### src/rtl/wand_pkg.sv
// Shared types and helpers for the wired-AND resolvers. The per-bit resolve
// function is written so that N-driver variants can reuse it.
package wand_pkg;

  localparam int CNT_W_DEFAULT = 8;

  // Which drivers are active on a bit, encoded as {en2, en1}.
  typedef enum logic [1:0] {
    DRV_NONE = 2'b00,
    DRV_1    = 2'b01,
    DRV_2    = 2'b10,
    DRV_BOTH = 2'b11
  } drv_state_e;

  typedef struct packed {
    logic value;
    logic z;
    logic conflict;
  } wand_res_t;

  function automatic drv_state_e drv_state(input logic en1, input logic en2);
    return drv_state_e'({en2, en1});
  endfunction

  function automatic wand_res_t wand_resolve(
    input logic i1,
    input logic i2,
    input logic en1,
    input logic en2,
    input logic z_value
  );
    wand_res_t res;
    res = '0;
    unique case (drv_state(en1, en2))
      DRV_BOTH: begin
        res.value    = i1 & i2;
        res.conflict = i1 ^ i2;
      end
      DRV_1:    res.value = i1;
      DRV_2:    res.value = i2;
      default: begin
        res.value = z_value;
        res.z     = 1'b1;
      end
    endcase
    return res;
  endfunction

endpackage

### src/rtl/wand_bit_resolve.sv
// Single-bit combinational wired-AND resolver; purely combinational so the
// enclosing block decides where the register boundary sits.
module wand_bit_resolve
  import wand_pkg::*;
#(
  parameter logic Z_VALUE = 1'b1
) (
  input  logic i1,
  input  logic i2,
  input  logic en1,
  input  logic en2,
  output logic r,
  output logic z,
  output logic c
);

  wand_res_t res;

  always_comb begin
    res = wand_resolve(i1, i2, en1, en2, Z_VALUE);
    r   = res.value;
    z   = res.z;
    c   = res.conflict;
  end

endmodule

### src/rtl/wand_1.sv
// Registered two-driver wired-AND net resolver with undriven/conflict flags
// and a saturating conflict-cycle counter. No handshake: every input is
// sampled on every rising clk edge and all outputs update one cycle later.
module wand_1
  import wand_pkg::*;
#(
  parameter int   WIDTH   = 1,
  parameter int   CNT_W   = CNT_W_DEFAULT,
  parameter logic Z_VALUE = 1'b1
) (
  input  logic             clk,
  input  logic             rst,
  input  logic [WIDTH-1:0] i1,
  input  logic [WIDTH-1:0] i2,
  input  logic [WIDTH-1:0] en1,
  input  logic [WIDTH-1:0] en2,
  output logic [WIDTH-1:0] o,
  output logic [WIDTH-1:0] o_z,
  output logic [WIDTH-1:0] conflict,
  output logic [CNT_W-1:0] conflict_cnt
);

  logic [WIDTH-1:0] o_nxt;
  logic [WIDTH-1:0] z_nxt;
  logic [WIDTH-1:0] conflict_nxt;

  for (genvar b = 0; b < WIDTH; b++) begin : g_bit
    wand_bit_resolve #(
      .Z_VALUE(Z_VALUE)
    ) u_bit (
      .i1 (i1[b]),
      .i2 (i2[b]),
      .en1(en1[b]),
      .en2(en2[b]),
      .r  (o_nxt[b]),
      .z  (z_nxt[b]),
      .c  (conflict_nxt[b])
    );
  end

  // Counter holds at all-ones rather than wrapping.
  logic cnt_sat;
  assign cnt_sat = &conflict_cnt;

  always_ff @(posedge clk) begin
    if (rst) begin
      o            <= '0;
      o_z          <= '0;
      conflict     <= '0;
      conflict_cnt <= '0;
    end else begin
      o        <= o_nxt;
      o_z      <= z_nxt;
      conflict <= conflict_nxt;
      if (|conflict_nxt && !cnt_sat) begin
        conflict_cnt <= conflict_cnt + 1'b1;
      end
    end
  end

endmodule

### config.mk
export PLATFORM = sky130hd
export DESIGN_NAME = wand_1
export DESIGN_NICKNAME = d
export VERILOG_FILES = /design/src/rtl/wand_pkg.sv /design/src/rtl/wand_bit_resolve.sv /design/src/rtl/wand_1.sv
export SDC_FILE = /design/constraint.sdc
export NUM_CORES = 1
export LEC_CHECK = 0
export CORE_MARGIN = 2
export CORE_UTILIZATION = 40
export DETAILED_ROUTE_END_ITERATION = 12
export GPL_ROUTABILITY_DRIVEN = 1
export PLACE_DENSITY = 0.83
export SYNTH_ARGS = -nofsm -noshare
export SYNTH_HDL_FRONTEND = slang
export SYNTH_HIERARCHICAL = 1
export SYNTH_SLANG_ARGS = --single-unit
### constraint.sdc
create_clock -name clk -period 2 [get_ports clk]
set_clock_uncertainty 0.2 [all_clocks]
set_input_delay 0.5 -clock clk [delete_from_list [all_inputs] [get_ports clk]]
set_output_delay 0.5 -clock clk [all_outputs]
set_load 0.005 [all_outputs]
# Word level (Yosys, flattened, before mapping)
# Index checks and enable logic that the tools add are counted.
# word_totals
register_bits	11
input_bits	6
out_inout_bits	11
elab_cells	17
# classes
n_addsub	1
eq_ne	3
n_mux	3
bitwise_logic	2
n_reduce_logical	4
# op_table
op	n
$add 8x1->8 const B	1
$reduce_and 8->1	1
$eq 2x2->1 const B	2
$pmux 1 s3	1
$reduce_or 3->1	1
$eq 2x1->1 const B	1
$mux 1	2
$and 1x1->1	1
$logic_and 1x1->1	1
$logic_not 1->1	1
$xor 1x1->1	1

# Longest topological paths before layout
# depth
ltp_word	3
mapped_depth	5
mapped_depth_nobuf	5

# Modules after synthesis
# The synthesis kept the hierarchy.
# modules_own_cells
mod	instances	cells_each	area_per_inst_um2	seq_area_each_um2
wand_1	1	54	553.0	220.2
wand_bit_resolve	1	6	51.3	0.0

# Least setup slack after synthesis
# OpenSTA, ideal clock, no wires.
# synth_timing
path_kind	input port to flip-flop
from	in i1
to	reg conflict_cnt[5]
setup_time_ns	0.121
arrival_time_ns	1.696
required_ns	1.679
setup_slack_ns	-0.017
stages	5
n_path_buf	0
path_cell_list	ha_1 and3_2 nand4_1 a211oi_2 mux2_4
# synth_via
elab_chain_len	3
# synth_lines
element	line	rtl
start: declaration	wand_1.sv:13	input logic [WIDTH-1:0] i1,
$xor 1x1->1	wand_pkg.sv:37	res.conflict = i1 ^ i2;
$mux 1	wand_pkg.sv:34	unique case (drv_state(en1, en2))
via conflict_nxt	wand_1.sv:25	logic [WIDTH-1:0] conflict_nxt;
$logic_and 1x1->1	wand_1.sv:55	if (|conflict_nxt && !cnt_sat) begin
end signal: assignment	wand_1.sv:56	conflict_cnt <= conflict_cnt + 1'b1;
end: declaration	wand_1.sv:20	output logic [CNT_W-1:0] conflict_cnt
# The timed path passes the listed nets, and every way through them passes these cells.
# A chain may end at the register's enable or synchronous reset.

# Final worst setup path
# layout_timing
from	reg conflict_cnt[0]
to	out conflict_cnt[0]
# No word-level cell between the ends.

==> results.cfg <==
[setup_path]
cp-start-kind = flip-flop
crit_buf_inv = 1
crit_type = flip-flop to primary output
cp-end-kind = primary output
cp_max_fo = 5
critical_path.slowest_cell = clkdlybuf4s50_1
reg2reg_depth = 4
arrival_ns = 1.20
required_ns = 1.30
crit_chain = clkdlybuf4s50_1
max_stage_delay_ns = 0.53
cp.depth = 1
critPathTopFamily = buffers and inverters

[logic_synthesis]
synth_top_family_by_area = simple AND/OR/NAND/NOR gates
yosysTopAreaCellShare = 0.364
synth_xor_area_frac = 0
synthTopCellsByCount = dfxtp_1 (11), nor2b_1 (6), nor2_1 (5)
syn_area_um2 = 604
yosys.area_share.simple = 0.280
synth_cell_types = 26
synth_top_cell_by_area = dfxtp_1
synthCells = 60
synthMuxAreaShare = 0.133
synth-edff-count = 0
synth_compound_area_frac = 0.139
ys_seq_area_frac = 0.364
synth-adder-area-share = 0.0414
ys_ff_latch = 11
yosys_warnings = 6
synth.most_common_cell = dfxtp_1
async_flop_share = 0
synth_flop_cell = dfxtp_1
synth_fp_nets = 68
syn_area_per_cell_um2 = 10.1
synthTopCellsByArea = dfxtp_1 (36%), mux2_4 (9.9%), nor2b_1 (6.2%), ha_1 (4.1%), buf_6 (3.7%)

[detailed_routing]
maxUsedRoutingLayer = met4
drtPass1Iterations = 4
routed_wirelength_um = 1260
met2_length_um = 563
ant_nets = 0
wl_per_cell_um = 12.5
num_vias = 537
met3_length_um = 57
via_per_inst = 5.32
drtIter0Drc = 10
drc_errors = 0
wl_met1_um = 595

[flow_run]
drv_cap = 0

[finish]
final_area_um2 = 845
n_antenna_cell = 0
drive_gt1_frac = 0.341
num-fill-cells = 123
area_growth_pct = 39.8
final_cell_count_no_fill = 101
multi_input_area_um2 = 362
seq_area_um2 = 225
nets = 94

[pwr]
intPower_uw = 335
swShare = 0.232
seqPwrFrac = 0.518
power.density_nw_per_um2 = 517
p_leak_uw = 0.000362
p_total_uw = 437
combPwrFrac = 0.126
pwr-share-clk = 0.356
vdd_drop_max_uv = 364
p_sw_uw = 101

[sta]
finalSetupViolCount = 0
max_slew.worst_pin.slew_ns = 0.220
clock.fmax_ghz = 0.527
maxSlewViolCount = 0
hold_viol = 0
rsz0062_at_grt = no
fin_crit_ns = 1.90
fin_crit_sh = 0.950
relSlewSlack = 0.853

[clock_tree]
clk_latency_ns = 0.28
cts_hold_buf = 0
ctsHtreeMaxLevel = 1
cts_inserted_buffers = 3
clk_pin_slew_worst_paths_ns = 0.07
post_cts_buffers = 0
cts_tree = done
cts_buffer_depth = 2
clock_sinks = 11
root_buffer = clkbuf_4

[placed_design]
io_buffers = 16
post-place-cells = 97
gp_congestion = 0.775
dpl.hpwl_um = 943
placed_area_um2 = 815

[floorplan]
initial_core_util = 0.416
rows = 14
ios = 17
core-area_um2 = 1450
dieHeight_um = 42.9
fp.dieW_um = 42.9
dieArea_um2 = 1840

[global_routing]
grt_antenna_before_repair = 0
grt_pass1_vias = 527
grt_util_all_layers = 0.154
grt_max_degree = 8
grt_pass1_wl_um = 2100
grt_overflow = 0

[hold_path]
hp-class = flip-flop to flip-flop
whs_path_depth = 2

[run_status]
outcome = complete, no violations
## final cells by class
cell class | count | share of cell area
inverter | 1 | 0.00444
timing repair buffer | 23 | 0.246
sequential | 11 | 0.267
multi-input combinational | 46 | 0.428
clock buffer | 4 | 0.0311
tap | 16 | 0.0237
## repair_timing
item                       4_1_cts  5_1_grt
cloned                           0        0
pin swaps                        1        2
setup endpoints to repair        6        5
resized for setup                2       11
## through the flow
stage | setup WS [ns] | hold WS [ns] | setup TNS, ns | util
floorplan | 0.00130 | 0.280 | 0 | -
global placement | -0.445 | 0.287 | -2.53 | 0.560
detailed placement | -0.508 | 0.298 | -2.81 | 0.560
CTS | 0.0180 | 0.309 | 0 | 0.577
global route | 0.0373 | 0.333 | 0 | 0.581
finish | 0.101 | 0.303 | 0 | 0.581
## registers in the layout (all words and copies together), names as in the netlist
| name | cells |
|---|---|
| conflict | 1 |
| o | 1 |
| o_z | 1 |
| conflict_cnt | 8 |
## logic make-up after synthesis
group / count (synthesis)
and+or+nand+nor: 28
DFF: 11
AOI/OAI and AO/OA: 10
muxes: 6
buffers and inverters: 3
adders and majority gates: 2
## cell usage in the layout, fill, tap and decap left out, drive strengths merged
cell type	netlist	layout
dlymetal6s2s	0	2
nand3	2	2
dfxtp	11	11
nand2b	1	1
a21boi	1	1
clkdlybuf4s50	0	12
nand2	4	4
o211a	1	1
and3	2	2
nor3b	1	1
ha	2	2
nor2	5	5
a211oi	1	1
o21bai	1	1
and4	1	1
nor3	1	1
nand4b	1	1
mux2	4	4
clkbuf	0	6
and2b	1	1
o311a	1	1
mux2i	2	2
nor2b	7	7
nand4	2	2
buf	2	7
inv	1	1
a21oi	5	5
## worst paths after layout
kind	slack [ns]	from	end
max	0.10	conflict_cnt[0]$_SDFFE_PP0P_	conflict_cnt[0]
min reg2reg	0.30	conflict_cnt[1]$_SDFFE_PP0P_	conflict_cnt[1]$_SDFFE_PP0P_
min	0.30	conflict_cnt[1]$_SDFFE_PP0P_	conflict_cnt[1]$_SDFFE_PP0P_
max reg2reg	0.22	conflict_cnt[0]$_SDFFE_PP0P_	conflict_cnt[5]$_SDFFE_PP0P_
## layer usage
layer / vias to the layer above / track usage
met4: 0 / 0.0938
met1: 255 / 0.172
li1: 263 / -
met3: 4 / 0.0596
met5: - / 0
met2: 15 / 0.242
## power groups by stage
stage                     registers (uW)  logic, uW  clock network (uW)
after global routing                 227       60.1                 176
after CTS                            227       55.1                 158
after global placement               232       54.8                   0
after detailed placement             232       56.2                   0
after floorplan                      232       21.8                   0
final                                226       55.0                 155
Note: power is estimated with default switching activity, not from simulation.
